## src/rtl/lvds_link_trainer.sv

```systemverilog
// LVDS link trainer: waits for PLL lock, bit-slips the receiver until the training
// pattern is seen MATCH_CNT times in a row, then passes user payload to the transmitter.
module lvds_link_trainer #(
  parameter logic [7:0] TRAIN_PAT  = 8'hA5,
  parameter int         LOCK_WAIT  = 64,
  parameter int         SETTLE_CYC = 4,
  parameter int         MATCH_CNT  = 16,
  parameter int         MAX_SLIP   = 8
) (
  input  logic       clk,
  input  logic       rst_n,
  input  logic       pll_locked,
  input  logic       retrain,
  input  logic [7:0] rx_data,
  input  logic [7:0] user_tx,
  output logic [7:0] tx_data,
  output logic       rx_data_align,
  output logic       link_up,
  output logic       train_fail,
  output logic [3:0] slip_count
);

  localparam int WMAX = (LOCK_WAIT > SETTLE_CYC) ? LOCK_WAIT : SETTLE_CYC;
  localparam int WW   = $clog2(WMAX + 1);
  localparam int MW   = $clog2(MATCH_CNT + 1);

  localparam logic [WW-1:0] LOCK_LAST   = WW'(LOCK_WAIT - 1);
  localparam logic [WW-1:0] SETTLE_LAST = WW'(SETTLE_CYC - 1);
  localparam logic [MW-1:0] MATCH_LAST  = MW'(MATCH_CNT - 1);
  localparam logic [3:0]    SLIP_MAX    = 4'(MAX_SLIP);

  typedef enum logic [2:0] {
    IDLE, WAIT_LOCK, CHECK, SLIP, SETTLE, LINK_UP, FAIL
  } state_t;

  state_t        state, state_next;
  logic [WW-1:0] wait_cnt, wait_next;
  logic [MW-1:0] match_cnt, match_next;
  logic [3:0]    slip_next;
  logic          fail_next;

  // One shared wait counter serves WAIT_LOCK, SETTLE and FAIL; it saturates at all ones.
  always_comb begin
    state_next = state;
    wait_next  = wait_cnt;
    match_next = match_cnt;
    slip_next  = slip_count;
    fail_next  = train_fail;
    if (state != IDLE && !pll_locked) begin
      state_next = IDLE;
      wait_next  = '0;
      match_next = '0;
      slip_next  = '0;
    end else if (state != IDLE && retrain) begin
      state_next = WAIT_LOCK;
      wait_next  = '0;
      match_next = '0;
      slip_next  = '0;
      fail_next  = 1'b0;
    end else begin
      case (state)
        IDLE: begin
          if (pll_locked) begin
            state_next = WAIT_LOCK;
            wait_next  = '0;
          end
        end
        WAIT_LOCK, FAIL: begin
          if (wait_cnt == LOCK_LAST) begin
            state_next = CHECK;
            wait_next  = '0;
            match_next = '0;
            if (state == WAIT_LOCK) slip_next = '0;
          end else if (wait_cnt != '1) begin
            wait_next = wait_cnt + WW'(1);
          end
        end
        CHECK: begin
          if (rx_data == TRAIN_PAT) begin
            if (match_cnt != '1) match_next = match_cnt + MW'(1);
            if (match_cnt == MATCH_LAST) begin
              state_next = LINK_UP;
              fail_next  = 1'b0;
            end
          end else begin
            match_next = '0;
            if (slip_count < SLIP_MAX) begin
              state_next = SLIP;
              slip_next  = slip_count + 4'd1;
            end else begin
              state_next = FAIL;
              fail_next  = 1'b1;
              slip_next  = '0;
              wait_next  = '0;
            end
          end
        end
        SLIP: begin
          state_next = SETTLE;
          wait_next  = '0;
        end
        SETTLE: begin
          if (wait_cnt == SETTLE_LAST) begin
            state_next = CHECK;
            wait_next  = '0;
            match_next = '0;
          end else if (wait_cnt != '1) begin
            wait_next = wait_cnt + WW'(1);
          end
        end
        LINK_UP: ;
        default: begin
          state_next = IDLE;
          wait_next  = '0;
          match_next = '0;
          slip_next  = '0;
        end
      endcase
    end
  end

  // Outputs are decoded from the next state so they line up with the state register.
  always_ff @(posedge clk or negedge rst_n) begin
    if (!rst_n) begin
      state         <= IDLE;
      wait_cnt      <= '0;
      match_cnt     <= '0;
      slip_count    <= '0;
      train_fail    <= 1'b0;
      link_up       <= 1'b0;
      rx_data_align <= 1'b0;
      tx_data       <= TRAIN_PAT;
    end else begin
      state         <= state_next;
      wait_cnt      <= wait_next;
      match_cnt     <= match_next;
      slip_count    <= slip_next;
      train_fail    <= fail_next;
      link_up       <= (state_next == LINK_UP);
      rx_data_align <= (state_next == SLIP);
      tx_data       <= (state_next == LINK_UP) ? user_tx : TRAIN_PAT;
    end
  end

endmodule

```

## config.mk

```make
export PLATFORM = sky130hd
export DESIGN_NAME = lvds_link_trainer
export DESIGN_NICKNAME = d
export VERILOG_FILES = /design/src/rtl/lvds_link_trainer.sv
export SDC_FILE = /design/constraint.sdc
export NUM_CORES = 1
export LEC_CHECK = 0
export ABC_CLOCK_PERIOD_IN_PS = 5710
export CORE_UTILIZATION = 56
export DETAILED_ROUTE_END_ITERATION = 10
export PLACE_DENSITY = 0.85
export SYNTH_ARGS = -nofsm -noshare
export SYNTH_HDL_FRONTEND = slang
export SYNTH_SLANG_ARGS = --single-unit
```

## constraint.sdc

```tcl
create_clock -name clk -period 5.71 [get_ports clk]
set_clock_uncertainty 0.05 [all_clocks]
set_input_delay 1.4275 -clock clk [delete_from_list [all_inputs] [get_ports clk]]
set_output_delay 1.4275 -clock clk [all_outputs]
set_load 0.05 [all_outputs]
```

Yosys cells after proc, flatten, opt, wreduce, memory -nomap -nowiden:

Cells that the tools add are included.

* logic and storage cells: 90
* register bits: 30

* equal/unequal tests: 26
* add/subtract/negate cells: 3
* bitwise operators: 1
* multiplexer cells: 38
* order comparisons: 1
* reduce and logical (&&, ||, !) cells: 13

Operators with widths (number)
* $mux 7: 8
* $pmux 7 s5: 1
* $mux 5: 6
* $mux 3: 8
* $mux 4: 6
* $ne 4x4->1 const B: 6
* $pmux 5 s4: 1
* $pmux 3 s6: 1
* $reduce_and 4->1: 4
* $eq 3x3->1 const B: 4
* $pmux 4 s3: 1
* $ne 5x5->1 const B: 2
* $eq 3x2->1 const B: 3
* $eq 8x8->1 const B: 1
* $mux 8: 1
* $add 7x1->7 const B: 1
* $eq 7x2->1 const B: 1
* $eq 7x6->1 const B: 1
* $ne 7x7->1 const B: 1
* $ne 3x1->1 const B: 2
* $ne 3x3->1 const B: 2
* $add 5x1->5 const B: 1
* $eq 5x4->1 const B: 1
* $mux 1: 5
* other kinds (13): 14

Depth between registers and ports, before layout:

* word-level depth: 8
* mapped depth: 8
* depth with buffers taken out: 7

Worst setup path after synthesis:

No wires, ideal clock.

* path type: input -> register
* start point: input rx_data[3]
* end point: register tx_data[1]
* stages: 6
* path slack: 2.906 ns
* arrival time: 2.635 ns
* library setup time: 0.120 ns
* cells stage by stage: and4bb_2 -> nand2_2 -> a211o_1 -> o21a_1 -> buf_6 -> and3_1

* cells in the longest elaborated chain, start to end: 7

Ends and longest elaborated chain
* from (decl): line 14 `input logic [7:0] rx_data,`
* $eq 8x8->1: line 79 `if (rx_data == TRAIN_PAT) begin`
* $mux 3: line 79
* $pmux 3 s6: line 61 `case (state)`
* $mux 3: line 54 `end else if (state != IDLE && retrain) begin`
* $mux 3: line 49 `if (state != IDLE && !pll_locked) begin`
* net state_next[0]: line 36 `state_t state, state_next;`
* $eq 3x3->1: line 141 `tx_data <= (state_next == LINK_UP) ? user_tx : TRAIN_PAT;`
* $mux 8: line 141
* to (signal assigned): line 141
* to (decl): line 16 `output logic [7:0] tx_data,`

The timed path passes the listed nets, and every way through them passes these cells.
A chain may end at the register's enable or synchronous reset.

Final worst setup path:

* start point: input pll_locked
* end point: register slip_count[3]

* cells in the longest elaborated chain, start to end: 4
* elaborated cells on any way between the ends: 8
* those cells by class: eq/ne: 4; mux: 1; reduce/logical: 3

Ends and longest elaborated chain
* from (decl): line 12 `input logic pll_locked,`
* $logic_not 1->1 (*): line 49
* $logic_and 1x1->1 (*): line 49
* $ne 4x4->1 (no source line) / $ne 3x1->1 (equally long branches)
* $reduce_and 4->1 (no source line)
* to (signal assigned): line 137 `slip_count <= slip_next;`
* to (decl): line 20 `output logic [3:0] slip_count`

Every way passes the cells marked *; elsewhere a longest branch is shown, timed or not.

==> metrics.yaml <==
holdPathStages: 1
path_clk_slew_ns: 0.10
antenna_found_initial: 0
crit_path_max_fanout: 8
rsz0062_at_grt: "false"
synth_top_area_share_pct: 35.2
synth_nets: 193
syn_inst: 168
drcViolationCount: 0
total_power_uw: 436
pre_cts_ws_ns: 2.13
cts_htree_levels: 2
die_w_um: 59.5
num_rows: 20
p_int_uw: 332
pwr-share-seq_pct: 50.5
drt-wirelength-per-cell_um: 17.3
setup_viol: 0
yosys_warnings: 0
hold_path.class: "reg2reg"
critPathKind: "in2reg"
layout.cells.non_filler: 248
drv_slew: 0
slew-limit-headroom_pct: 58.7
fin_crit_ns: 3.28
ys_seq_elements: 30
yosysSeqAreaShare_pct: 40.8
reg2reg_depth: 7
grt_usage_pct: 26.6
routed_via_density: 6.08
yosys.area.top_type: "dfrtp_1"
worst_setup_path_startpoint: "pll_locked"
worst_pin_slew_ns: 0.620
finalHoldViolations: 0
fin_nets: 228
fin_util_pct: 73.4
die_area_sq_mm: 0.00354
cts_setup_buffers: 0
dpl.cell_count: 240
initial_core_util_pct: 59.6
syn_area_per_cell_sq_um: 11.0
globalplace.congestion: 0.871
dp.final_hpwl_mm: 3.14
syn_area_sq_mm: 0.00185
root_buffer: "clkbuf_4"
wl_mm: 4.30
power_switching_uw: 104
status: "completed"
ys_top_cells_by_area: "dfrtp_1 (35%), dfstp_2 (5.7%), ha_1 (3.4%)"
pwr-share-comb_pct: 10.1
clkPwrFrac_pct: 39.4
timing.rr.start: "match_cnt[0]"
grt_first_pass_wirelength_mm: 6.81
clk_latency_ns: 0.33
synth_edf_count: 0
switching_share_pct: 24.0
core_sq_mm: 0.00310
period_share_pct: 57.4
cts_resized: 0
ys.flop_type: "dfrtp_1"
worstSetupEndpointType: "flop"
ant_nets: 0
hold_buffers: 0
max-clock-path-buffers: 2
vias: 1508
die_y_um: 59.5
grt_overflow: 0
cap_violations: 0
final_common_cell: "clkdlybuf4s50_1"
start_kind: "input port"
syn_to_final_growth_pct: 23.1
cts_buffers: 5
diodes: 0
r2r_end: "tx_data[1]"
portBuffers: 34
cts.sinks: 30
r2r_slack_ns: 3.47
tritoncts: "built"
drive_above_1_share_pct: 20.1
final_cell_mix: "clkdlybuf4s50_1 (34), dfrtp_1 (26), nor2_1 (15), nand2_1 (10), and3_1 (7)"
grt_max_degree: 31
synth_cell_type_count: 63
num_io_pins: 35
crit_arrival_ns: 3.45
required_ns: 5.88
grt_pass1_vias: 1455
setup_ws_ns: 2.43
ir_drop_uv: 150
p_per_area_mw_per_mm2: 191
drtPass1Iterations: 4
p_leak_uw: 0.000950
drtIter0Drc: 117
min_from: "match_cnt[3]"
fin_setup_tns_ns: 0
max_freq_mhz: 305
min_to: "match_cnt[3]"
synthArstFlopShare_pct: 100
==> through the flow <==
step | area [sq um] | hold WS [ns]
2_1_floorplan | 1850 | 0.394
3_3_place_gp | 2200 | 0.419
3_5_place_dp | 2200 | 0.426
4_1_cts | 2280 | 0.443
5_1_grt | 2280 | 0.471
6_report | 2280 | 0.435
==> cells by family after synthesis <==
group | share of synthesized area [%]
XOR/XNOR | 2.84
buffers and inverters | 3.18
flip-flops | 40.8
AND/OR/NAND/NOR | 26.9
adder cells (fa/ha/maj) | 3.38
multiplexers | 3.18
AO/OA/AOI/OAI | 19.7
==> sequential cells by signal, indices dropped and copies added (netlist names) <==
name / count
match_cnt: 5
slip_count: 4
link_up: 1
tx_data: 8
rx_data_align: 1
wait_cnt: 7
train_fail: 1
state: 3
==> layout make-up <==
type	instances	area, sq um
clock inverters	2	37.5
repair buffers	35	348
fillers	240	826
clock buffers	6	41.3
flip-flops and latches	30	756
well taps	44	55.1
inverters	1	3.75
multi-input cells	130	1040
==> worst max-delay path by stage <==
stage,to,cells after the start
5_1_grt,slip_count[3],6
2_1_floorplan,tx_data[1],6
4_1_cts,slip_count[3],6
3_3_place_gp,slip_count[3],6
3_5_place_dp,slip_count[3],6
6_report,slip_count[3],6
==> cells in the mapped netlist, types with 3 or more instances <==
master and number:
or3b_1 3, a211oi_2 3, nand3b_1 4, mux2_2 3, a41oi_1 3, xnor2_1 5, nor2b_1 3, ha_1 5
dfrtp_1 26, nor2_1 15, a22o_1 3, a31oi_1 4, nand2_1 10, nor3_1 4, buf_4 3, nand3_1 6
nand2b_1 4, and3_1 7, dfstp_2 4
==> routing by layer <==
metal	share of wire [%]	vias to the layer above	global-route usage, %
li1	-	708	-
met1	44	744	32.9
met2	50	49	44.9
met3	5.6	7	6.99
met4	1.0	0	8.84
met5	0	-	0
==> worst max-delay path: stages <==
cell and delay (ns):
clkdlybuf4s50_1 0.63, and2b_2 0.28, a21boi_1 0.12, a211oi_2 0.39
a21boi_4 0.29, mux2_4 0.31
==> power by group through the flow <==
stage          Clock [uW]  Sequential [uW]  Combinational [uW]
4_1_cts               175              220                44.5
5_1_grt               185              221                47.8
6_report              172              220                44.0
3_5_place_dp            0              224                44.3
3_3_place_gp            0              223                42.4
2_1_floorplan           0              222                23.0
No activity file was read; power rests on OpenSTA's default activity.
